### config.mk
export PLATFORM = sky130hd
export DESIGN_NAME = hack_cpu_mc_flat
export DESIGN_NICKNAME = d
export VERILOG_FILES = /design/src/rtl/hack_cpu_mc_if.sv /design/src/rtl/hack_cpu_mc.sv /design/src/flat_wrapper.sv
export SDC_FILE = /design/constraint.sdc
export NUM_CORES = 1
export LEC_CHECK = 0
export BUFFER_PORTS_ARGS = -buffer_cell sky130_fd_sc_hd__buf_2
export CAP_MARGIN = 20
export CORE_ASPECT_RATIO = 2
export CORE_MARGIN = 2
export CORE_UTILIZATION = 52
export CTS_CLUSTER_DIAMETER = 100
export DETAILED_ROUTE_END_ITERATION = 10
export PLACE_DENSITY = 0.73
export SYNTH_ARGS = -nofsm -noshare
export SYNTH_HDL_FRONTEND = slang
export SYNTH_SLANG_ARGS = --single-unit
### constraint.sdc
create_clock -name i_clk -period 8.06 [get_ports i_clk]
set_input_delay 1.209 -clock i_clk [delete_from_list [all_inputs] [get_ports i_clk]]
set_output_delay 1.209 -clock i_clk [all_outputs]
set_load 0.01 [all_outputs]
### src/rtl/hack_cpu_mc_if.sv
// Instruction-fetch and data-memory bus of the multi-cycle Hack core.
// master = CPU side, slave = memory side; acks are only meaningful while the matching req is high.
interface hack_cpu_mc_if #(
    parameter int DATA_W = 16,
    parameter int ADDR_W = 15,
    parameter int PC_W   = 15
);
    logic              imem_req;
    logic [PC_W-1:0]   imem_addr;
    logic              imem_ack;
    logic [DATA_W-1:0] imem_data;
    logic              dmem_req;
    logic              dmem_we;
    logic [ADDR_W-1:0] dmem_addr;
    logic [DATA_W-1:0] dmem_wdata;
    logic [DATA_W-1:0] dmem_rdata;
    logic              dmem_ack;

    modport master (
        output imem_req, imem_addr, dmem_req, dmem_we, dmem_addr, dmem_wdata,
        input  imem_ack, imem_data, dmem_rdata, dmem_ack
    );

    modport slave (
        input  imem_req, imem_addr, dmem_req, dmem_we, dmem_addr, dmem_wdata,
        output imem_ack, imem_data, dmem_rdata, dmem_ack
    );
endinterface

### src/rtl/hack_cpu_mc.sv
// Multi-cycle Hack CPU: fetch/decode/(mem read)/execute/(mem write); optional HALT_DETECT_EN stops on "@L; 0;JMP" at L.
// Latency: A-instr 2 cycles, C-instr 3 (+1 M read, +1 M write) with zero-wait acks; every req is held stable until its ack.
module hack_cpu_mc #(
    parameter int DATA_W = 16,
    parameter int ADDR_W = 15,
    parameter int PC_W   = 15
) (
    input  logic              i_clk,
    input  logic              i_rst_n,
    hack_cpu_mc_if.master     bus,
    output logic [PC_W-1:0]   o_pc,
    output logic              o_halted
);
    typedef enum logic [2:0] {
        S_RST, S_FETCH, S_DEC, S_MRD, S_EXEC, S_MWR, S_HALT
    } state_t;

    localparam logic [PC_W-1:0] PC_ONE = {{(PC_W-1){1'b0}}, 1'b1};

    state_t             r_state, w_state_nxt;
    logic [DATA_W-1:0]  r_a, r_d, r_ir, r_mdr, r_wdata;
    logic [ADDR_W-1:0]  r_waddr;
    logic [PC_W-1:0]    r_pc;

    logic               w_is_c, w_abit, w_zr, w_ng, w_take, w_halt;
    logic [5:0]         w_c;
    logic [2:0]         w_dest, w_jmp;
    logic [DATA_W-1:0]  w_x, w_y, w_out;
    logic [PC_W-1:0]    w_target, w_pc_inc;

    assign w_is_c   = r_ir[DATA_W-1];
    assign w_abit   = r_ir[12];
    assign w_c      = r_ir[11:6];
    assign w_dest   = r_ir[5:3];
    assign w_jmp    = r_ir[2:0];
    assign w_target = r_a[PC_W-1:0];
    assign w_pc_inc = r_pc + PC_ONE;
    assign o_pc     = r_pc;

    // ALU decoded directly from zx/nx/zy/ny/f/no
    always_comb begin
        w_x = r_d;
        if (w_c[5]) w_x = '0;
        if (w_c[4]) w_x = ~w_x;
        w_y = w_abit ? r_mdr : r_a;
        if (w_c[3]) w_y = '0;
        if (w_c[2]) w_y = ~w_y;
        w_out = w_c[1] ? (w_x + w_y) : (w_x & w_y);
        if (w_c[0]) w_out = ~w_out;
    end

    assign w_zr   = (w_out == '0);
    assign w_ng   = w_out[DATA_W-1];
    assign w_take = (w_jmp[2] & w_ng) | (w_jmp[1] & w_zr) | (w_jmp[0] & ~w_ng & ~w_zr);

`ifdef HALT_DETECT_EN
    logic            r_prev_a, r_halted;
    logic [PC_W-1:0] w_pc_dec;

    assign w_pc_dec = r_pc - PC_ONE;
    assign w_halt   = w_take & r_prev_a & (w_target == w_pc_dec);
    assign o_halted = r_halted;

    always_ff @(posedge i_clk or negedge i_rst_n) begin
        if (!i_rst_n) begin
            r_prev_a <= 1'b0;
            r_halted <= 1'b0;
        end else if (r_state == S_DEC && !w_is_c) begin
            r_prev_a <= 1'b1;
        end else if (r_state == S_EXEC) begin
            r_prev_a <= 1'b0;
            if (w_halt) r_halted <= 1'b1;
        end
    end
`else
    assign w_halt   = 1'b0;
    assign o_halted = 1'b0;
`endif

    always_ff @(posedge i_clk or negedge i_rst_n) begin
        if (!i_rst_n) r_state <= S_RST;
        else          r_state <= w_state_nxt;
    end

    // Bus outputs decode from state alone so reset drops every req asynchronously
    always_comb begin
        w_state_nxt    = r_state;
        bus.imem_req   = 1'b0;
        bus.imem_addr  = r_pc;
        bus.dmem_req   = 1'b0;
        bus.dmem_we    = 1'b0;
        bus.dmem_addr  = '0;
        bus.dmem_wdata = '0;
        case (r_state)
            S_RST:   w_state_nxt = S_FETCH;
            S_FETCH: begin
                bus.imem_req = 1'b1;
                if (bus.imem_ack) w_state_nxt = S_DEC;
            end
            S_DEC: begin
                if (!w_is_c)     w_state_nxt = S_FETCH;
                else if (w_abit) w_state_nxt = S_MRD;
                else             w_state_nxt = S_EXEC;
            end
            S_MRD: begin
                bus.dmem_req  = 1'b1;
                bus.dmem_addr = r_a[ADDR_W-1:0];
                if (bus.dmem_ack) w_state_nxt = S_EXEC;
            end
            S_EXEC: begin
                if (w_halt)         w_state_nxt = S_HALT;
                else if (w_dest[0]) w_state_nxt = S_MWR;
                else                w_state_nxt = S_FETCH;
            end
            S_MWR: begin
                bus.dmem_req   = 1'b1;
                bus.dmem_we    = 1'b1;
                bus.dmem_addr  = r_waddr;
                bus.dmem_wdata = r_wdata;
                if (bus.dmem_ack) w_state_nxt = S_FETCH;
            end
            S_HALT:  w_state_nxt = S_HALT;
            default: w_state_nxt = S_RST;
        endcase
    end

    always_ff @(posedge i_clk or negedge i_rst_n) begin
        if (!i_rst_n) begin
            r_a     <= '0;
            r_d     <= '0;
            r_ir    <= '0;
            r_mdr   <= '0;
            r_pc    <= '0;
            r_waddr <= '0;
            r_wdata <= '0;
        end else begin
            case (r_state)
                S_FETCH: if (bus.imem_ack) r_ir <= bus.imem_data;
                S_DEC: begin
                    if (!w_is_c) begin
                        r_a  <= {1'b0, r_ir[DATA_W-2:0]};
                        r_pc <= w_pc_inc;
                    end
                end
                S_MRD: if (bus.dmem_ack) r_mdr <= bus.dmem_rdata;
                S_EXEC: begin
                    // Jump target and store address take A before this edge overwrites it
                    r_pc    <= w_take ? w_target : w_pc_inc;
                    r_waddr <= r_a[ADDR_W-1:0];
                    r_wdata <= w_out;
                    if (w_dest[2]) r_a <= w_out;
                    if (w_dest[1]) r_d <= w_out;
                end
                default: ;
            endcase
        end
    end
endmodule

### src/flat_wrapper.sv
// flat-port wrapper written by rule: the top's interface ports become plain ports
module hack_cpu_mc_flat 
#(
    parameter int DATA_W = 16,
    parameter int ADDR_W = 15,
    parameter int PC_W   = 15
)
  (i_clk, i_rst_n, o_pc, o_halted, bus_imem_req, bus_imem_addr, bus_dmem_req, bus_dmem_we, bus_dmem_addr, bus_dmem_wdata, bus_imem_ack, bus_imem_data, bus_dmem_rdata, bus_dmem_ack);
  hack_cpu_mc_if #(.DATA_W(DATA_W), .ADDR_W(ADDR_W), .PC_W(PC_W)) bus_i ();
  input  logic i_clk;
  input  logic i_rst_n;
  output logic [PC_W-1:0] o_pc;
  output logic o_halted;
  output wire logic [$bits(bus_i.imem_req)-1:0] bus_imem_req;
  output wire logic [$bits(bus_i.imem_addr)-1:0] bus_imem_addr;
  output wire logic [$bits(bus_i.dmem_req)-1:0] bus_dmem_req;
  output wire logic [$bits(bus_i.dmem_we)-1:0] bus_dmem_we;
  output wire logic [$bits(bus_i.dmem_addr)-1:0] bus_dmem_addr;
  output wire logic [$bits(bus_i.dmem_wdata)-1:0] bus_dmem_wdata;
  input wire logic [$bits(bus_i.imem_ack)-1:0] bus_imem_ack;
  input wire logic [$bits(bus_i.imem_data)-1:0] bus_imem_data;
  input wire logic [$bits(bus_i.dmem_rdata)-1:0] bus_dmem_rdata;
  input wire logic [$bits(bus_i.dmem_ack)-1:0] bus_dmem_ack;
  assign bus_imem_req = bus_i.imem_req;
  assign bus_imem_addr = bus_i.imem_addr;
  assign bus_dmem_req = bus_i.dmem_req;
  assign bus_dmem_we = bus_i.dmem_we;
  assign bus_dmem_addr = bus_i.dmem_addr;
  assign bus_dmem_wdata = bus_i.dmem_wdata;
  assign bus_i.imem_ack = bus_imem_ack;
  assign bus_i.imem_data = bus_imem_data;
  assign bus_i.dmem_rdata = bus_dmem_rdata;
  assign bus_i.dmem_ack = bus_dmem_ack;
  hack_cpu_mc #(.DATA_W(DATA_W), .ADDR_W(ADDR_W), .PC_W(PC_W)) u_core (.i_clk(i_clk), .i_rst_n(i_rst_n), .bus(bus_i), .o_pc(o_pc), .o_halted(o_halted));
endmodule
==> impl_metrics.ini, run 1 <==
[synth]
postSynth.asyncResetShare = 1.00
synth_cell_types = 72
synth_nets = 857
synth-seq-area-share = 0.389
yosysTopAreaCell = dfrtp_1
syn_inst = 803
synth_top_area_frac = 0.389
ys_dominant_reg_cell = dfrtp_1
synthTopCellsByArea = dfrtp_1 (39%), nand2_1 (6.3%), mux2_2 (5.7%)
synth_warnings = 0
synth_area_sq_um = 7260
synth_edf_count = 0
synth-seq-cells = 113
avgSynthCellArea_sq_um = 9.04

[sta]
fin_crit_sh = 0.684
final-setup-viol-count = 0
worst_slew_margin_rel = 0.320
fin_crit_ns = 5.51
rsz0062_at_grt = no
fin_skew_ns = 0.0109
fin_setup_tns_ns = 0
final_hold_viol_count = 0
slew_viol_final = 0
worst_slew_pin_slew_ns = 1.02
fmax_mhz = 181

[drt]
ant_nets = 0
drtIter0Drc = 466
wl_per_cell_microns = 20.2
via_count = 6411
drt_pass1_iterations = 7
routed_wl_microns = 21600
drt-vias-per-instance = 5.99
drcViolationCount = 0

[floorplanning]
die_h_microns = 171
coreArea_sq_um = 13800
dieArea_sq_um = 15000
initial_core_util = 0.526
die_w_microns = 87.6
std_cell_rows = 61
ios = 101

[global_routing]
met1_usage = 0.294
met3_usage = 0.0429
grt_pass1_vias = 6295
grt_max_degree = 62
track_usage = 0.296
grt_pass1_wl_microns = 33200
grt_overflow_total = 0
grt_util_met2 = 0.525
grt.busiest_layer = met2
antenna_found_initial = 0

[clock_network]
post_cts_resized = 0
post_cts_buffers = 0
cts_tree = yes
clockBufferDepth = 2
clk_pin_slew_ns = 0.05
cts.sinks = 113
clockRootBuffer = clkbuf_16
cts_max_level = 4
cts_buffers = 17
ctsHoldBuffers = 0
clkLatencyLatePin_ns = 0.41

[finish]
area_delta_synth_final_pct = 14.5
area.sequential_sq_um = 2830
drive_gt1_frac = 0.213
n_antenna_cell = 0
multi_input_area_sq_um = 4060
fin_nets = 923
fillers = 1241

[setup_path]
cp-end-kind = flop
crit_arrival_ns = 5.79
worst_r2r_path_depth = 17
required_ns = 8.34
regToRegStartpoint = u_core.r_ir[12]
crit_fanout = 18
crit_type = flop to flop
cp-start-kind = flop
reg2reg_to = u_core.bus.imem_addr[13]
r2r_slack_ns = 2.55

[place]
place_congestion = 0.969
hpwlAfterDp_microns = 15900
port_buffers = 99

[worst_hold_path]
hp-class = flop to flop
hold_path_depth = 2
min_to = u_core.r_wdata[3]
min_from = u_core.r_wdata[3]

[outcome]
status = completed

[flow_run]
maxCapViolCount = 0
[per-layer routing]
layer,vias to the layer above,share of wire
met3,85,0.044
met4,0,0.085
met1,3113,0.34
met2,247,0.53
li1,2966,-
met5,-,0
[worst max-delay path: stages (launching register included)]
cell	delay (ns)
dfrtp_1	0.38
buf_4	0.31
mux2i_1	0.23
nor2_1	0.06
xor2_1	0.17
ha_1	0.29
fa_1	0.45
a211oi_2	0.31
o21ai_1	0.21
a211oi_1	0.26
o211ai_1	0.20
nor4b_2	0.33
o2111ai_1	0.18
nor4b_2	0.38
mux2i_1	0.46
buf_4	0.27
or2_1	0.47
mux2_1	0.40
[cell usage in the layout, fill, tap and decap left out, types with 5 or more instances in the layout]
cell type and count:
or3_1 8, buf_2 98, o21ai_0 33, nor3_1 14, mux2_2 37, xor2_1 17, mux2i_1 25, and2_1 11
a211oi_1 8, o21a_1 6, a21o_1 13, nor2_1 54, nand3_1 11, o211ai_1 19, xnor2_1 33, o22ai_1 11
a21oi_1 28, clkbuf_16 17, dfrtp_1 113, a22o_1 15, nand2_1 122, ha_1 17, nand2b_1 23, and3_1 23
inv_1 14, nor2b_1 8, a31oi_1 9, clkinvlp_4 5, buf_4 12
[cell families (layout without fill, tap and decap cells)]
logic type	count (synthesis)	in the layout	share of synthesized area
buffers and inverters	79	157	0.0515
and+or+nand+nor	298	298	0.197
other	1	1	0.000516
muxes	65	65	0.0965
xor gates and xnor gates	50	50	0.0603
DFF	113	113	0.389
AOI/OAI and AO/OA	179	179	0.173
adders and majority gates	18	18	0.0320
[sequential cells by signal (all words and copies together), names as in the netlist]
signal and cells:
u_core.r_wdata 16, u_core.r_d 16, u_core.r_waddr 15, u_core.r_mdr 16, u_core.r_ir 16, u_core.r_a 16
u_core.bus.imem_addr 15, u_core.r_state 3
[stage by stage]
step	utilization	area, sq um	worst slack (ns)	instances	hold slack (ns)
final	0.602	8320	2.55	1070	0.470
after CTS	0.601	8310	2.21	1069	0.470
after global placement	0.561	7750	2.38	1037	0.451
after global routing	0.602	8320	2.28	1070	0.480
after detailed placement	0.562	7760	2.23	1038	0.456
after floorplan	-	7260	3.32	803	0.438
[cells in the mapped netlist (all sizes together), types with 19 or more instances]
library cell	n
xnor2	33
a21oi	29
nor2	54
clkbuf	39
nand2b	23
mux2i	25
nand2	122
mux2	40
buf	24
and3	24
dfrtp	113
o211ai	19
o21ai	35
[how the worst max path moves through the flow]
stage,start,endpoint,slack (ns),depth (start not counted)
after detailed placement,u_core.r_ir[12],u_core.bus.imem_addr[11],2.23,16
after floorplan,u_core.r_ir[12],u_core.bus.imem_addr[11],3.32,18
after global routing,u_core.r_ir[12],u_core.bus.imem_addr[13],2.28,17
final,u_core.r_ir[12],u_core.bus.imem_addr[13],2.55,17
after CTS,u_core.r_ir[12],u_core.bus.imem_addr[13],2.21,16
after global placement,u_core.r_ir[12],u_core.bus.imem_addr[9],2.38,16
[cell type report]
type	instances	share of cell area
Sequential cell	113	0.340
Clock inverter	10	0.0105
Tap cell	189	0.0284
Multi-Input combinational cell	611	0.489
Inverter	16	0.00722
Timing Repair Buffer	110	0.0698
Clock buffer	21	0.0554
Power of run 1 is not shown: default switching activity piles up to over one toggle a cycle in this logic, so the estimate is an artifact.
==> run 2, diff against run 1 <==
clock period = 5.33 ns   (was 8.06 ns; I/O delays follow)
==> run 2 against run 1 <==
Against the previous run: die area stayed put; critical path depth is 1 lower; maximum frequency is 14% higher; via count is 0.89% lower; worst hold slack worse by 0.0019 ns; cell area is 1.6% higher; first-iteration DRC count is 2.4% lower; flip-flop and latch count stayed put; sequential share of layout area is 0.54 points lower; clock skew is 0.0036 ns lower; non-clock buffer count is 10 higher; final cell count is 0.93% higher; largest cell class unchanged.
==> impl_metrics.ini, run 2 (synthesis gave the netlist of run 1 again) <==
[outcome]
status = completed

[clock_network]
clockBufferDepth = 2
post_cts_buffers = 0
cts_buffers = 17
clockRootBuffer = clkbuf_16
post_cts_resized = 0
cts_max_level = 4
cts.sinks = 113
ctsHoldBuffers = 0
cts_tree = yes
clkLatencyLatePin_ns = 0.41
clk_pin_slew_ns = 0.05

[sta]
final_hold_viol_count = 0
worst_slew_margin_rel = 0.253
final-setup-viol-count = 0
fmax_mhz = 207
fin_skew_ns = 0.00726
rsz0062_at_grt = no
worst_slew_pin_slew_ns = 1.12
fin_crit_ns = 4.84
fin_setup_tns_ns = 0
fin_crit_sh = 0.908
setup_ws_ns = 0.492
slew_viol_final = 0

[floorplanning]
die_h_microns = 171
std_cell_rows = 61
die_w_microns = 87.6
initial_core_util = 0.526
dieArea_sq_um = 15000
coreArea_sq_um = 13800
ios = 101

[drt]
drtIter0Drc = 455
ant_nets = 0
routed_wl_microns = 21800
drt_pass1_iterations = 5
wl_per_cell_microns = 20.2
drt-vias-per-instance = 5.88
via_count = 6354
drcViolationCount = 0

[setup_path]
worst_r2r_path_depth = 16
crit_fanout = 14
r2r_slack_ns = 0.49
cp-start-kind = flop
regToRegStartpoint = u_core.r_ir[12]
cp-end-kind = flop
reg2reg_to = u_core.bus.imem_addr[13]
startpoint = u_core.r_ir[12]
crit_type = flop to flop
crit_arrival_ns = 5.13
required_ns = 5.62

[global_routing]
grt_pass1_vias = 6403
grt_pass1_wl_microns = 34200
grt_max_degree = 64
grt_overflow_total = 0
track_usage = 0.304
antenna_found_initial = 1

[place]
hpwlAfterDp_microns = 16400
port_buffers = 99
place_area_sq_um = 7840
place_ws_ns = 0.632
dp_cells = 1049
place_congestion = 1.02

[finish]
fin_area_sq_um = 8450
fin_cells = 1080
area_delta_synth_final_pct = 16.4
mostFrequentLayoutCells = nand2_1 (122), dfrtp_1 (113), buf_2 (98), nor2_1 (54), mux2_2 (37)
fin_nets = 933
drive_gt1_frac = 0.220
fillers = 1214
final_common_cell = nand2_1

[worst_hold_path]
hp-class = primary input to async pin

[flow_run]
maxCapViolCount = 0
-- run 2: cell count changes in the layout (fill, tap and decap cells not counted), sizes merged --
cell and delta:
bufinv +2, diode +1, clkbuf +4, clkinv -2, clkinvlp -5, buf +10
-- run 2: metal layers --
layer	vias up	part of all wire	global-route usage
li1	2981	-	-
met1	3072	0.34	0.300
met2	227	0.55	0.560
met3	74	0.034	0.0425
met4	0	0.075	0.212
met5	-	0	0
-- run 2: critical path, cell delays in order (launching register included) --
cell	delay (ns)
dfrtp_1	0.38
buf_4	0.23
mux2i_1	0.28
nor2_1	0.08
xor2_1	0.18
ha_1	0.41
and3_4	0.23
a2111oi_4	0.43
a21oi_1	0.16
a221oi_1	0.58
mux2i_1	0.26
nand3_1	0.11
nor4b_2	0.41
mux2i_1	0.30
or2_1	0.13
buf_4	0.21
mux2_1	0.34
-- run 2: worst max-delay path by stage --
stage	to	slack [ns]	cells after the start
6_report	u_core.bus.imem_addr[13]	0.49	16
4_1_cts	u_core.bus.imem_addr[11]	0.48	16
2_1_floorplan	u_core.bus.imem_addr[11]	0.59	18
3_3_place_gp	u_core.bus.imem_addr[11]	0.67	16
5_1_grt	u_core.bus.imem_addr[13]	0.23	16
3_5_place_dp	u_core.bus.imem_addr[13]	0.63	16
-- run 2: metrics by stage --
| stage | utilization | hold slack [ns] |
|---|---|---|
| finish | 0.612 | 0.468 |
| global route | 0.612 | 0.494 |
| CTS | 0.612 | 0.472 |
| detailed placement | 0.568 | 0.458 |
| global placement | 0.567 | 0.450 |
| floorplan | - | 0.438 |
-- run 2: area by class of cell --
type / count / area [sq um] / share of cell area
timing repair buffer: 120 / 656 / 0.0776
clock inverter: 5 / 100 / 0.0118
sequential: 113 / 2830 / 0.335
clock buffer: 25 / 505 / 0.0598
tap: 189 / 236 / 0.0280
inverter: 16 / 60.1 / 0.00711
antenna: 1 / 2.50 / 0.000296
multi-input combinational: 611 / 4060 / 0.481
Power of run 2 is left out for the same reason.
==> run 3, diff against run 2 <==
clock period = 6.1 ns   (was 5.33 ns; I/O delays follow)
==> run 3 against run 2 <==
Against the previous run: cell area is the same; clock-buffer cell count shrank 5; maximum frequency shrank 10%; non-clock buffer count shrank 5; setup slack gained 0.24 ns; clock skew is essentially flat; critical path type unchanged; highest routed layer unchanged.
==> impl_metrics.ini, run 3 (synthesis gave the netlist of run 1 again) <==
[setup_path]
crit_fanout = 15
worst_r2r_path_depth = 15
crit_arrival_ns = 5.67
cp-start-kind = flop
startpoint = u_core.r_ir[12]
regToRegStartpoint = u_core.r_ir[12]
required_ns = 6.39
cp-end-kind = flop
crit_type = flop to flop

[finish]
fin_nets = 928
fin_cells = 1076
n_antenna_cell = 0
final_common_cell = nand2_1
area.sequential_sq_um = 2830
drive_gt1_frac = 0.221
area_delta_synth_final_pct = 16.4
multi_input_area_sq_um = 4060
mostFrequentLayoutCells = nand2_1 (122), dfrtp_1 (113), buf_2 (98), nor2_1 (54), mux2_2 (37)
fillers = 1204

[clock_network]
clkLatencyLatePin_ns = 0.41
ctsHoldBuffers = 0
post_cts_resized = 0
cts_buffers = 17
cts.sinks = 113
cts_max_level = 4
clockBufferDepth = 2
post_cts_buffers = 0
cts_tree = yes
clk_pin_slew_ns = 0.06
clockRootBuffer = clkbuf_16

[sta]
setup_ws_ns = 0.727
final-setup-viol-count = 0
fin_skew_ns = 0.00697
fin_setup_tns_ns = 0
holdWs_ns = 0.473
worst_slew_margin_rel = 0.319
rsz0062_at_grt = no
worst_slew_pin_slew_ns = 1.02
final_hold_viol_count = 0
slew_viol_final = 0
fin_crit_ns = 5.37
fin_crit_sh = 0.881
fmax_mhz = 186

[drt]
wl_per_cell_microns = 20.2
ant_nets = 0
via_count = 6452
drt-vias-per-instance = 6.00
drtIter0Drc = 467
drt_pass1_iterations = 6
routed_wl_microns = 21700
drcViolationCount = 0

[worst_hold_path]
hp-class = flop to flop
hold_path_depth = 1
min_from = u_core.r_wdata[10]

[floorplanning]
initial_core_util = 0.526
die_h_microns = 171
dieArea_sq_um = 15000
std_cell_rows = 61
coreArea_sq_um = 13800
die_w_microns = 87.6
ios = 101

[place]
hpwlAfterDp_microns = 16000
place_congestion = 0.962
port_buffers = 99
dp_cells = 1044
place_ws_ns = 0.953

[global_routing]
grt_overflow_total = 0
grt_pass1_wl_microns = 33800
track_usage = 0.301
grt_pass1_vias = 6506
grt_max_degree = 63
antenna_found_initial = 0

[flow_run]
maxCapViolCount = 0

[outcome]
status = completed
-- run 3: per-stage QoR --
step           cell area [sq um]   util
2_1_floorplan               7260      -
3_3_place_gp                7810  0.565
3_5_place_dp                7810  0.565
4_1_cts                     8450  0.612
5_1_grt                     8450  0.612
6_report                    8450  0.612
-- run 3: metal layers --
metal / global-route usage / up-vias / wire length, microns
li1: - / 2978 / -
met1: 0.303 / 3117 / 7360
met2: 0.541 / 269 / 11800
met3: 0.0400 / 88 / 855
met4: 0.227 / 0 / 1720
met5: 0 / - / 0
-- run 3: area by class of cell --
class	count	share of cell area
Clock buffer	20	0.0552
Clock inverter	12	0.0212
Inverter	16	0.00711
Multi-Input combinational cell	611	0.481
Sequential cell	113	0.335
Tap cell	189	0.0280
Timing Repair Buffer	115	0.0731
-- run 3: path summary, 6_finish.rpt --
check | to | slack, ns
worst min register to register | u_core.r_wdata[10] | 0.47
worst max-delay path | u_core.bus.imem_addr[9] | 0.73
max in group asynchronous | u_core.r_mdr[6] | 4.29
worst max register to register | u_core.bus.imem_addr[9] | 0.73
min in group asynchronous | u_core.r_state[1] | 0.53
worst min-delay path | u_core.r_wdata[10] | 0.47
-- run 3: critical path: stages, from the launching register on --
cell	delay, ns
dfrtp_1	0.75
mux2i_1	0.31
nor2_1	0.07
xor2_1	0.17
ha_1	0.41
and3_4	0.23
a2111oi_4	0.41
a21oi_1	0.15
a41o_1	0.27
nor4_1	0.65
mux2i_1	0.19
nor4b_2	0.34
mux2i_1	0.23
buf_4	0.22
or2_1	0.48
mux2_1	0.38
Power of run 3 is left out for the same reason.
